$ cat src/rtl/mpu_pkg.sv
// Shared definitions for the mpu_core micro-sequencer: opcodes, ALU function
// codes, instruction field positions and the control FSM state type.
package mpu_pkg;

    localparam logic [2:0] OP_R    = 3'b000;
    localparam logic [2:0] OP_ADDI = 3'b001;
    localparam logic [2:0] OP_LW   = 3'b010;
    localparam logic [2:0] OP_SW   = 3'b011;
    localparam logic [2:0] OP_BEQ  = 3'b100;
    localparam logic [2:0] OP_JMP  = 3'b101;
    localparam logic [2:0] OP_HALT = 3'b110;
    localparam logic [2:0] OP_ILL  = 3'b111;

    localparam logic [1:0] FN_ADD = 2'b00;
    localparam logic [1:0] FN_SUB = 2'b01;
    localparam logic [1:0] FN_AND = 2'b10;
    localparam logic [1:0] FN_OR  = 2'b11;

    localparam int OP_LSB  = 13;
    localparam int RD_LSB  = 10;
    localparam int RS1_LSB = 7;
    localparam int RS2_LSB = 4;
    localparam int FN_LSB  = 0;
    localparam int IMM_W   = 7;

    typedef enum logic [2:0] {
        FETCH,
        DECODE,
        EXEC,
        MEM,
        WB,
        HALT
    } state_t;

endpackage

$ cat src/rtl/mpu_alu.sv
// Combinational datapath for mpu_core: add/sub/and/or plus equality compare.
// Build option MPU_CORE_MUL_EN turns function code 11 into a multiply.
module mpu_alu
    import mpu_pkg::*;
#(
    parameter int DATA_W = 8
) (
    input  logic [DATA_W-1:0] a,
    input  logic [DATA_W-1:0] b,
    input  logic [1:0]        fn,
    output logic [DATA_W-1:0] y,
    output logic              eq
);

    always_comb begin
        // NOTE: default assignment first so every path drives y and no latch is inferred.
        y = '0;
        case (fn)
            FN_ADD: y = a + b;
            FN_SUB: y = a - b;
            FN_AND: y = a & b;
            FN_OR: begin
`ifdef MPU_CORE_MUL_EN
                y = a * b;
`else
                y = a | b;
`endif
            end
            default: y = '0;
        endcase
    end

    assign eq = (a == b);

endmodule

$ cat src/rtl/mpu_core.sv
// Multi-cycle 16-bit-instruction micro-sequencer with eight registers and
// request/ack instruction and data ports. Optional multiply: MPU_CORE_MUL_EN.
module mpu_core
    import mpu_pkg::*;
#(
    parameter int DATA_W  = 8,
    parameter int PC_W    = 8,
    parameter int DADDR_W = 8
) (
    input  logic               clk,
    input  logic               reset,
    output logic               imem_req,
    output logic [PC_W-1:0]    imem_addr,
    input  logic               imem_ack,
    input  logic [15:0]        imem_rdata,
    output logic               dmem_req,
    output logic               dmem_we,
    output logic [DADDR_W-1:0] dmem_addr,
    output logic [DATA_W-1:0]  dmem_wdata,
    input  logic               dmem_ack,
    input  logic [DATA_W-1:0]  dmem_rdata,
    output logic               halted,
    output logic               illegal
);

    state_t            state;
    logic [15:0]       ir;
    logic [PC_W-1:0]   pc;
    logic [DATA_W-1:0] rf [8];
    logic [DATA_W-1:0] op_a;
    logic [DATA_W-1:0] op_b;
    logic [DATA_W-1:0] result;

    logic [2:0]        op;
    logic [2:0]        rd;
    logic [2:0]        rs1;
    logic [2:0]        rs2;
    logic [1:0]        fn;
    logic [DATA_W-1:0] imm_d;
    logic [PC_W-1:0]   imm_p;
    logic [PC_W-1:0]   target;
    logic [PC_W-1:0]   pc_inc;

    logic [DATA_W-1:0] alu_b;
    logic [1:0]        alu_fn;
    logic [DATA_W-1:0] alu_y;
    logic              alu_eq;

    assign op     = ir[OP_LSB +: 3];
    assign rd     = ir[RD_LSB +: 3];
    assign rs1    = ir[RS1_LSB +: 3];
    assign rs2    = ir[RS2_LSB +: 3];
    assign fn     = ir[FN_LSB +: 2];
    assign imm_d  = {{(DATA_W-IMM_W){ir[IMM_W-1]}}, ir[IMM_W-1:0]};
    assign imm_p  = {{(PC_W-IMM_W){ir[IMM_W-1]}}, ir[IMM_W-1:0]};
    assign target = ir[PC_W-1:0];
    assign pc_inc = pc + PC_W'(1);

    assign imem_addr = pc;

    // BEQ compares rd against rs1, so it shares the register operand path with R-type.
    assign alu_b  = (op == OP_R || op == OP_BEQ) ? op_b : imm_d;
    assign alu_fn = (op == OP_R) ? fn : FN_ADD;

    mpu_alu #(.DATA_W(DATA_W)) u_alu (
        .a  (op_a),
        .b  (alu_b),
        .fn (alu_fn),
        .y  (alu_y),
        .eq (alu_eq)
    );

    // NOTE: sequential state uses non-blocking assignments so all registers update together.
    always_ff @(posedge clk) begin
        if (reset) begin
            state      <= FETCH;
            pc         <= '0;
            ir         <= '0;
            op_a       <= '0;
            op_b       <= '0;
            result     <= '0;
            imem_req   <= 1'b0;
            dmem_req   <= 1'b0;
            dmem_we    <= 1'b0;
            dmem_addr  <= '0;
            dmem_wdata <= '0;
            halted     <= 1'b0;
            illegal    <= 1'b0;
            // NOTE: the register file is small and must read zero after reset, so it is cleared here.
            for (int i = 0; i < 8; i++) rf[i] <= '0;
        end else begin
            illegal <= 1'b0;
            case (state)
                FETCH: begin
                    if (!imem_req) begin
                        imem_req <= 1'b1;
                    end else if (imem_ack) begin
                        ir       <= imem_rdata;
                        imem_req <= 1'b0;
                        state    <= DECODE;
                    end
                end
                DECODE: begin
                    if (op == OP_ILL) begin
                        illegal  <= 1'b1;
                        pc       <= pc_inc;
                        imem_req <= 1'b1;
                        state    <= FETCH;
                    end else begin
                        op_a  <= rf[rs1];
                        op_b  <= (op == OP_R) ? rf[rs2] : rf[rd];
                        state <= EXEC;
                    end
                end
                EXEC: begin
                    case (op)
                        OP_R, OP_ADDI: begin
                            result <= alu_y;
                            state  <= WB;
                        end
                        OP_LW, OP_SW: begin
                            dmem_req   <= 1'b1;
                            dmem_we    <= (op == OP_SW);
                            dmem_addr  <= alu_y[DADDR_W-1:0];
                            dmem_wdata <= op_b;
                            state      <= MEM;
                        end
                        OP_BEQ: begin
                            pc       <= alu_eq ? pc_inc + imm_p : pc_inc;
                            imem_req <= 1'b1;
                            state    <= FETCH;
                        end
                        OP_JMP: begin
                            pc       <= target;
                            imem_req <= 1'b1;
                            state    <= FETCH;
                        end
                        default: begin
                            halted <= 1'b1;
                            state  <= HALT;
                        end
                    endcase
                end
                MEM: begin
                    if (dmem_ack) begin
                        dmem_req <= 1'b0;
                        dmem_we  <= 1'b0;
                        if (dmem_we) begin
                            pc       <= pc_inc;
                            imem_req <= 1'b1;
                            state    <= FETCH;
                        end else begin
                            result <= dmem_rdata;
                            state  <= WB;
                        end
                    end
                end
                WB: begin
                    if (rd != 3'd0) rf[rd] <= result;
                    pc       <= pc_inc;
                    imem_req <= 1'b1;
                    state    <= FETCH;
                end
                HALT: begin
                    halted <= 1'b1;
                end
                default: state <= FETCH;
            endcase
        end
    end

endmodule

$ cat config.mk
export PLATFORM = sky130hd
export DESIGN_NAME = mpu_core
export DESIGN_NICKNAME = d
export VERILOG_FILES = /design/src/rtl/mpu_pkg.sv /design/src/rtl/mpu_alu.sv /design/src/rtl/mpu_core.sv
export SDC_FILE = /design/constraint.sdc
export NUM_CORES = 1
export LEC_CHECK = 0
export ABC_AREA = 0
export CAP_MARGIN = 20
export CORE_MARGIN = 3
export CORE_UTILIZATION = 54
export DETAILED_ROUTE_END_ITERATION = 12
export PLACE_DENSITY = 0.77
export SYNTH_ARGS = -nofsm -noshare
export SYNTH_HDL_FRONTEND = slang
export SYNTH_SLANG_ARGS = --single-unit
$ cat constraint.sdc
create_clock -name clk -period 3.65 [get_ports clk]
set_input_delay 0.73 -clock clk [delete_from_list [all_inputs] [get_ports clk]]
set_output_delay 0.73 -clock clk [all_outputs]
set_load 0.02 [all_outputs]
# After elaboration in Yosys (flattened, before gate mapping)
# Memory sizes are Yosys's and may differ from the RTL's. A register that Yosys moved wholly into a read port is not among the register bits.
# Cells that the tools add are included.
[totals] ff_bits=64 ram_bits=64 input_bits=28 out_inout_bits=29 elab_cells=121 memories=1
[mem_list] name="rf" depth=8 width=8 read_ports=3 rd_clocked_by_memory_dff=3 write_ports=8 line_no="mpu_core.sv:29" text="logic [DATA_W-1:0] rf [8];"
[op_classes] addsub=4 n_eq_ne=26 mux=49 n_bitwise=5 n_reduce_logical=24
[ops] op="two-way mux 8 bit" n=10
[ops] op="one-hot mux 8 bit (4 select lines)" n=2
[ops] op="one-hot mux 8 bit (2 select lines)" n=2
[ops] op="two-way mux 3 bit" n=9
[ops] op="inequality test 2 bit, second input constant" n=10
[ops] op="two-way mux 1 bit" n=18
[ops] op="adder 8 bit" n=2
[ops] op="== test 3 bit, second input constant" n=5
[ops] op="one-hot mux 3 bit (5 select lines)" n=1
[ops] op="== test 3 x 2 -> 1 bit, second input constant" n=4
[ops] op="AND reduction 5 bit" n=2
[ops] op="one-hot mux 3 bit (3 select lines)" n=1
[ops] op="adder 8 x 1 -> 8 bit, second input constant" n=1
[ops] op="AND 8 bit" n=1
[ops] op="== test 8 bit" n=1
[ops] op="OR 8 bit" n=1
[ops] op="AND reduction 4 bit" n=2
[ops] op="OR reduction 2 bit" n=4
[ops] op="OR reduction 8 bit" n=1
[ops] op="subtractor 8 bit" n=1
[ops] op="== test 3 x 1 -> 1 bit, second input constant" n=2
[ops] op="logical NOT 3 bit" n=2
[ops] op="one-hot mux 1 bit (2 select lines)" n=3
[ops] op="AND reduction 2 bit" n=3
[ops] op="14 further kinds" n=20

# Depth between registers and ports, before layout
# Gate-level depths: netlist of run 1.
[depth] word_depth=7 mapped_depth=13 ltp_nobuf=11

# Modules after synthesis
# A second synthesis of run 1 with hierarchy kept.
[hier_totals] cells_unflattened=822 area_unflattened_um2=8560.7
[modules_own_cells] mod="mpu_core" n_inst=1 cells_per_inst=689 area_per_inst_um2=7569.8 seq_area_each_um2=3483.3
[modules_own_cells] mod="mpu_alu" n_inst=1 cells_per_inst=133 area_per_inst_um2=991.0 seq_area_each_um2=0.0

# Worst setup path after synthesis of run 1
# Ideal clock, no wire load.
[synth_path] path_type="register -> register" from="reg ir[14]" to="reg pc[0], in the netlist imem_addr[0]" setup_time_ns=0.067 t_arrival_ns=3.315 required_ns=3.583 setup_slack_ns=0.267 stages_incl_launch_ff=14 cell_sequence="dfxtp_1 -> clkbuf_1 -> buf_2 -> nor2_1 -> mux2_2 -> inv_1 -> ha_1 -> buf_6 -> or3b_4 -> nor4b_4 -> nand3_2 -> a21bo_1 -> a221o_1 -> a21oi_2"
[synth_via] elab_chain_cells=7 elab_cells_between_ends=13 classes_between="6 x eq/ne; 4 x mux; 3 x reduce/logical"
[synth_rtl] element="start, declared" line_no="mpu_core.sv:27" text="logic [15:0] ir;"
[synth_rtl] element="start signal, assigned" line_no="mpu_core.sv:98" text="ir <= imem_rdata;"
[synth_rtl] element="== test 3 bit or logical NOT 3 bit (tied branches)" line_no="mpu_core.sv:62, mpu_core.sv:116"
[synth_rtl] element="logical OR 1 bit" line_no="mpu_core.sv:62" text="assign alu_b = (op == OP_R || op == OP_BEQ) ? op_b : imm_d;"
[synth_rtl] element="two-way mux 8 bit" line_no="mpu_core.sv:62"
[synth_rtl] element="== test 8 bit" line_no="mpu_alu.sv:33" text="assign eq = (a == b);"
[synth_rtl] element="two-way mux 8 bit" line_no="mpu_core.sv:129" text="pc <= alu_eq ? pc_inc + imm_p : pc_inc;"
[synth_rtl] element="one-hot mux 8 bit (2 select lines)" line_no="mpu_core.sv:116" text="case (op)"
[synth_rtl] element="one-hot mux 8 bit (4 select lines)" line_no="mpu_core.sv:93" text="case (state)"
[synth_rtl] element="end signal, assigned" line_no="mpu_core.sv:106" text="pc <= pc_inc;"
[synth_rtl] element="end signal, assigned" line_no="mpu_core.sv:129"
[synth_rtl] element="end signal, assigned" line_no="mpu_core.sv:134" text="pc <= target;"
[synth_rtl] element="end, declared" line_no="mpu_core.sv:28" text="logic [PC_W-1:0] pc;"
# Parallel ways exist; a longest one is shown, timed or not.
# A chain may end at the register's enable or synchronous reset.

# Worst setup path in the final report of run 1
[layout_path] from="reg ir[13]" to="reg pc[7], in the netlist imem_addr[7]"
# Same word-level chain as after synthesis.

==> out/results.tsv, run 1 <==
stage	metric	value	unit
run_status	status	finished, final reports clean	
sta	layout_min_cycle_time	3.26	ns
power	cellLeakagePower	3.52	nW
sta	timing.final.crit_share	89.2	%
grt	track_usage	26.0	%
floorplan	die-width	132	um
place	detailedPlacementHpwl	15.9	mm
place	place.port_buffers	56	
clocking	tritoncts_buffer_count	17	
synth	ffs_latches_synth	142	
sta	final_hold_viol_count	0	
cells_and_area	nFillCells	1225	
grt	grt_overflow_total	0	
floorplan	initial_utilization	55.6	%
power	power-per-cell-area	406	nW/um2
critical_path	timing.critical_path.arrival	3.59	ns
synth	synth-seq-area-share	40.7	%
floorplan	floorplan.die_area	17400	um2
cells_and_area	antenna_cells	0	
routing	drt-pass1-iter-count	5	
sta	clock.fmax	307	MHz
clocking	cts_hold_repair.buffers	0	
floorplan	fp.dieH	132	um
sta	grt_setup_unrepaired	no	
cells_and_area	nets	949	
cells_and_area	final_common_cell	sky130_fd_sc_hd__nand2_1	
clocking	clock_insertion_delay_worst_skew	0.42	ns
place	dp_cells	1078	
critical_path	slowest_stage	sky130_fd_sc_hd__or3b_4	
clocking	postCtsSetupBuffers	0	
sta	slew_viol_final	0	
synth	ys_dominant_reg_cell	sky130_fd_sc_hd__dfxtp_1	
flow_run	drv.max_cap_violation_count	0	
cells_and_area	layoutNonFillerInstCount	1110	
synth	synth.cell_area	8550	um2
sta	tightestPinTransition	1.03	ns
routing	drt_first_iter_violations	637	
clocking	max-clock-path-buffers	2	
critical_path	setup.worst_path.end_class	flip-flop	
floorplan	floorplan.core_area	15400	um2
worst_hold_path	hold_path.class	reg -> reg	
cells_and_area	drive_above_1_share	13.9	%
critical_path	critical_path_class	reg -> reg	
grt	global_route_wire_length_before_repair	35.7	mm
clocking	cts_tree	yes	
floorplan	boundaryPins	57	
cells_and_area	final_cell_mix	84 x sky130_fd_sc_hd__nand2_1, 78 x sky130_fd_sc_hd__dfxtp_1, 70 x sky130_fd_sc_hd__nor2_1	
critical_path	regToRegSetupSlack	0.39	ns
sta	setup_viol	0	
routing	wl_per_cell	19.9	um
grt	antenna_violations_before_repair	1	
critical_path	crit_chain	nor2_1, mux2_2, inv_1, ha_1, or3b_4, nor4b_4, nand3_2, a21boi_1, a31oi_1, o31ai_1	
critical_path	cp_data_required_time	3.99	ns
clocking	h-tree-depth	4	
synth	syn-instance-count	837	
routing	totalWireLength	22.1	mm
routing	route.antenna.remaining_nets	0	
critical_path	worst_path_largest_cell_delay	0.46	ns
sta	setup-tns-final	0	ns
grt	grt_pass1_vias	6627	
critical_path	critical_path.startpoint_type	flip-flop	
synth	synth_async_sr_flop_share	0	%
grt	grt_max_degree	83	
cells_and_area	area_overhead_vs_synth	15.8	%
power	worst_ir_drop_vdd	0.000346	V
place	gpl_wtd_cong	0.870	
floorplan	rows	45	
routing	drc_violation_count_after_routing	0	
sta	timing.slew.headroom	30.7	%
power	finalPower	0.00403	W
synth	synth-edff-count	64	
synth	syn_avg_cell_area	10.2	um2
routing	via_count	6701	
routing	route.detailed.vias_per_inst	6.04	
sta	fin_skew	0.00995	ns
clocking	cts-root-buf	sky130_fd_sc_hd__clkbuf_16	
clocking	cts-resized-gates	0	
synth	ys_types	68	
clocking	cts.sinks	142	
synth	yosysWarnings	0	
critical_path	critical_path_peak_fanout	10	
clocking	clk_transition_reported_paths	0.06	ns
cell type report:
class                      count  area, um2  share of cell area (%)
clock buffer                  23        512                    5.17
clock inverter                 9       53.8                   0.543
sequential                   142       3480                    35.2
inverter                      27        101                    1.02
tap                          211        264                    2.67
multi-input combinational    622       4770                    48.2
timing repair buffer          76        718                    7.25
stage by stage:
stage | setup slack (ns) | area, um2 | hold WS [ns] | util [%]
after detailed placement | 0.387 | 9340 | 0.448 | 60.8
after floorplan | 0.267 | 8580 | 0.440 | -
after global routing | 0.185 | 9910 | 0.476 | 64.4
after CTS | 0.392 | 9910 | 0.457 | 64.4
final | 0.394 | 9910 | 0.451 | 64.4
after global placement | 0.446 | 9340 | 0.442 | 60.8
synth_stat cells (4+ instances only):
cell type                  number  area (um2)
sky130_fd_sc_hd__nand2_1       84         315
sky130_fd_sc_hd__mux4_2        48        1080
sky130_fd_sc_hd__and2_1        59         369
sky130_fd_sc_hd__nand4_1        4        25.0
sky130_fd_sc_hd__a31oi_1        7        43.8
sky130_fd_sc_hd__edfxtp_1      64        1920
sky130_fd_sc_hd__xnor2_1        6        52.6
sky130_fd_sc_hd__nand2b_1       9        56.3
sky130_fd_sc_hd__o211ai_1       7        52.6
sky130_fd_sc_hd__xor2_1         7        61.3
sky130_fd_sc_hd__nor2_1        70         263
sky130_fd_sc_hd__buf_2         10        50.1
sky130_fd_sc_hd__o21ai_0       25         125
sky130_fd_sc_hd__nor3_1         9        45.0
sky130_fd_sc_hd__and3_1         4        25.0
sky130_fd_sc_hd__buf_1          6        22.5
sky130_fd_sc_hd__inv_1         27         101
sky130_fd_sc_hd__nor3b_1        6        45.0
sky130_fd_sc_hd__dfxtp_1       78        1560
sky130_fd_sc_hd__o31ai_1        4        30.0
sky130_fd_sc_hd__o22ai_1        8        50.1
sky130_fd_sc_hd__clkbuf_1      36         135
sky130_fd_sc_hd__a211oi_1      33         248
sky130_fd_sc_hd__a21o_1         5        37.5
sky130_fd_sc_hd__o221ai_1       7        61.3
sky130_fd_sc_hd__mux2i_1       21         210
sky130_fd_sc_hd__ha_1          32         400
sky130_fd_sc_hd__nand3_1        9        45.0
sky130_fd_sc_hd__mux2_2         7        78.8
sky130_fd_sc_hd__o21bai_1       4        30.0
sky130_fd_sc_hd__o21a_1         9        67.6
sky130_fd_sc_hd__or2_2         10        62.6
sky130_fd_sc_hd__nor2b_1       18         113
sky130_fd_sc_hd__a21oi_1       56         280
per-layer routing:
| layer | share of wire (%) | GRT usage [%] |
|---|---|---|
| met5 | 0.036 | 0 |
| met4 | 2.9 | 9.98 |
| met3 | 6.2 | 5.27 |
| met2 | 47 | 41.7 |
| met1 | 44 | 35.1 |
sequential cells by signal (all words and copies together), names as in the netlist, 3 cells and up, named ones only:
name	count
op_a	8
state	3
dmem_wdata	8
dmem_addr	8
imem_addr	8
ir	16
op_b	8
result	8
rf	64
final timing paths:
path,startpoint,to,depth (start not counted)
setup / recovery,ir[13],imem_addr[7],10
hold reg to reg,dmem_wdata[2],dmem_wdata[2],2
setup reg to reg,ir[13],imem_addr[7],10
hold / removal,dmem_wdata[2],dmem_wdata[2],2
worst max-delay path, delay by kind of cell (launching register included):
kind	cells	cell delay (ns)
flops	1	0.31
buf+inv	1	0.08
mux	1	0.40
simple gates	4	1.31
fa+ha+maj	1	0.34
compound gates	3	0.74
cells by family after synthesis:
group           share of synthesized area [%]
simple gates                             18.1
compound gates                           14.6
flops                                    40.7
buf+inv                                  3.75
mux                                      16.0
fa+ha+maj                                5.38
xor+xnor                                 1.33
other cells                            0.0439
where the power goes:
group	internal (W)	switching (W)
logic	0.000272	0.000304
clock network	0.000987	0.000664
registers	0.00172	0.0000815
total	0.00298	0.00105
(Power assumes the default switching activity.)
==> inputs of run 2 (changes only) <==
--- a/config.mk
+++ b/config.mk
@@ -6,6 +6,7 @@
 export NUM_CORES = 1
 export LEC_CHECK = 0
 export ABC_AREA = 0
+export ABC_CLOCK_PERIOD_IN_PS = 3650
 export CAP_MARGIN = 20
 export CORE_MARGIN = 3
 export CORE_UTILIZATION = 54
==> results of run 2 <==
No change in the layout: final DEF, timing and power equal those of run 1.
==> inputs of run 3 (changes only) <==
--- a/config.mk
+++ b/config.mk
@@ -7,11 +7,12 @@
 export LEC_CHECK = 0
 export ABC_AREA = 0
 export ABC_CLOCK_PERIOD_IN_PS = 3650
-export CAP_MARGIN = 20
+export CAP_MARGIN = 40
 export CORE_MARGIN = 3
 export CORE_UTILIZATION = 54
 export DETAILED_ROUTE_END_ITERATION = 12
 export PLACE_DENSITY = 0.77
+export SKIP_CTS_REPAIR_TIMING = 1
 export SYNTH_ARGS = -nofsm -noshare
 export SYNTH_HDL_FRONTEND = slang
 export SYNTH_SLANG_ARGS = --single-unit
==> run 3 against run 2 <==
Against the previous run:
- via count increased by 0.73%
- core utilization decreased by 0.11 points
- routed wire length increased by 0.23%
- count of clock-buffer cells in the layout decreased by 4
- fmax decreased by 1.3%
- critical path depth unchanged
- power decreased by 1.6%
- cell count about the same
- largest power group unchanged
==> out/results.tsv, run 3 (synthesis gave the netlist of run 1 again) <==
stage	metric	value	unit	change
run_status	status	finished, final reports clean		
clocking	clock_insertion_delay_worst_skew	0.42	ns	about the same
routing	via_count	6750		+0.73%
floorplan	initial_utilization	55.6	%	unchanged
sta	slew_viol_final	0		unchanged
power	p_switching	0.00104	W	-0.47%
flow_run	drv.max_cap_violation_count	0		unchanged
critical_path	setup.worst_path.end_class	flip-flop		
sta	final_hold_viol_count	0		unchanged
floorplan	boundaryPins	57		unchanged
sta	timing.slew.headroom	36.9	%	+6.1 points
place	detailedPlacementHpwl	15.9	mm	+0.30%
sta	setup_viol	0		unchanged
cells_and_area	final_common_cell	sky130_fd_sc_hd__nand2_1		
grt	grt_max_degree	83		unchanged
sta	setup-tns-final	0	ns	unchanged
grt	antenna_violations_before_repair	0		-1
power	power.sequential.fraction	45.5	%	+0.8 points
floorplan	floorplan.die_area	17400	um2	unchanged
critical_path	timing.critical_path.arrival	3.64	ns	+0.05 ns
clocking	tritoncts_buffer_count	17		unchanged
routing	drt_first_iter_violations	653		+2.5%
sta	layout_min_cycle_time	3.30	ns	+0.0442 ns
clocking	cts.sinks	142		unchanged
cells_and_area	largest_registers_ranked_by_flip_flop_count	rf x64, ir x16		
cells_and_area	nets	951		+0.21%
routing	route.antenna.remaining_nets	0		unchanged
cells_and_area	final_cell_mix	84 x sky130_fd_sc_hd__nand2_1, 78 x sky130_fd_sc_hd__dfxtp_1, 70 x sky130_fd_sc_hd__nor2_1		
critical_path	critical_path_class	reg -> reg		
power	p_clk_share	39.9	%	-1.1 points
sta	clock.fmax	303	MHz	-1.3%
grt	global_route_wire_length_before_repair	35.4	mm	-0.81%
power	worst_ir_drop_vdd	0.000331	V	-4.3%
critical_path	critical_path.startpoint_type	flip-flop		
cells_and_area	antenna_cells	0		unchanged
place	gpl_wtd_cong	0.870		unchanged
sta	tightestPinTransition	0.946	ns	-0.0887 ns
sta	fin_skew	0.00844	ns	-0.00151 ns
floorplan	fp.dieH	132	um	unchanged
power	switching_share	26.4	%	+0.31 points
power	finalPower	0.00396	W	-1.6%
cells_and_area	drive_above_1_share	14.0	%	+0.096 points
power	cellLeakagePower	3.50	nW	-0.59%
cells_and_area	regMostFlops	rf		
sta	grt_setup_unrepaired	no		
grt	track_usage	26.0	%	-0.037 points
clocking	cts-root-buf	sky130_fd_sc_hd__clkbuf_16		
routing	route.detailed.vias_per_inst	6.08		+0.64%
clocking	max-clock-path-buffers	2		unchanged
critical_path	cp_data_required_time	3.98	ns	about the same
routing	drc_violation_count_after_routing	0		unchanged
place	place.port_buffers	56		unchanged
grt	grt_overflow_total	0		unchanged
cells_and_area	area_overhead_vs_synth	15.7	%	
power	power-per-cell-area	400	nW/um2	-1.5%
routing	totalWireLength	22.1	mm	+0.23%
routing	drt-pass1-iter-count	5		unchanged
routing	wl_per_cell	19.9	um	+0.14%
critical_path	critical_path_peak_fanout	10		unchanged
worst_hold_path	hold_path.class	reg -> reg		
clocking	clk_transition_reported_paths	0.06	ns	about the same
floorplan	floorplan.core_area	15400	um2	unchanged
cells_and_area	nFillCells	1243		+1.5%
cells_and_area	max_ffs_per_register	64		unchanged
floorplan	rows	45		unchanged
sta	timing.final.crit_share	90.4	%	+1.2 points
power	combinational_fraction_of_design_power	14.6	%	+0.3 points
power	power_report.internal_total	0.00292	W	-2.0%
floorplan	die-width	132	um	unchanged
clocking	cts_tree	yes		
grt	grt_pass1_vias	6543		-1.3%
clocking	h-tree-depth	4		unchanged
[run 3: cell types whose count changed in the layout (fill, tap and decap cells not counted)]
cell	change
sky130_fd_sc_hd__clkinvlp_4	+3
sky130_fd_sc_hd__bufinv_16	+1
sky130_fd_sc_hd__clkinv_1	+1
sky130_fd_sc_hd__clkbuf_16	-3
sky130_fd_sc_hd__inv_4	-2
sky130_fd_sc_hd__buf_4	+1
sky130_fd_sc_hd__buf_6	+1
sky130_fd_sc_hd__clkbuf_1	-1
[run 3: critical path, cell delays in order, from the launching register on]
cell and delay, ns:
sky130_fd_sc_hd__dfxtp_1 0.31, sky130_fd_sc_hd__nor2_1 0.36, sky130_fd_sc_hd__mux2_2 0.41, sky130_fd_sc_hd__inv_1 0.08, sky130_fd_sc_hd__ha_1 0.34, sky130_fd_sc_hd__or3b_4 0.46
sky130_fd_sc_hd__nor4b_4 0.29, sky130_fd_sc_hd__nand3_2 0.22, sky130_fd_sc_hd__a21boi_1 0.36, sky130_fd_sc_hd__a31oi_1 0.13, sky130_fd_sc_hd__o31ai_1 0.25
[run 3: final timing paths]
kind | slack (ns) | endpoint | startpoint | depth (start not counted)
max | 0.35 | imem_addr[7] | ir[13] | 10
max reg2reg | 0.35 | imem_addr[7] | ir[13] | 10
min reg2reg | 0.45 | dmem_wdata[2] | dmem_wdata[2] | 2
min | 0.45 | dmem_wdata[2] | dmem_wdata[2] | 2
[run 3: power by group through the flow]
stage / sequential (W) / combinational, W / clock (W)
after floorplan: 0.00178 / 0.000438 / 0
after global routing: 0.00181 / 0.000630 / 0.00167
final: 0.00180 / 0.000580 / 0.00158
after CTS: 0.00180 / 0.000572 / 0.00160
after global placement: 0.00183 / 0.000557 / 0
after detailed placement: 0.00183 / 0.000567 / 0
[run 3: stage by stage]
| stage | cells | util [%] | instance area (um2) | hold slack [ns] | worst slack, ns |
|---|---|---|---|---|---|
| floorplan | 844 | - | 8580 | 0.440 | 0.267 |
| global placement | 1078 | 60.8 | 9340 | 0.442 | 0.446 |
| detailed placement | 1079 | 60.8 | 9350 | 0.447 | 0.393 |
| CTS | 1110 | 64.3 | 9880 | 0.456 | 0.392 |
| global route | 1111 | 64.3 | 9890 | 0.472 | 0.203 |
| finish | 1111 | 64.3 | 9890 | 0.451 | 0.350 |
[run 3: per-layer routing]
layer | share of wire, % | vias up | global-route usage, % | wire length [um]
li1 | - | 3186 | - | -
met1 | 43 | 3274 | 35.1 | 9520
met2 | 48 | 250 | 41.9 | 10700
met3 | 6.6 | 40 | 5.61 | 1450
met4 | 2.2 | 0 | 8.87 | 476
met5 | 0 | - | 0 | 0
[run 3: final cells by class]
class | count | area (um2) | area share [%]
Tap cell | 211 | 264 | 2.67
Timing Repair Buffer | 78 | 737 | 7.45
Clock buffer | 19 | 433 | 4.38
Multi-Input combinational cell | 622 | 4770 | 48.3
Clock inverter | 12 | 97.6 | 0.987
Sequential cell | 142 | 3480 | 35.2
Inverter | 27 | 101 | 1.02
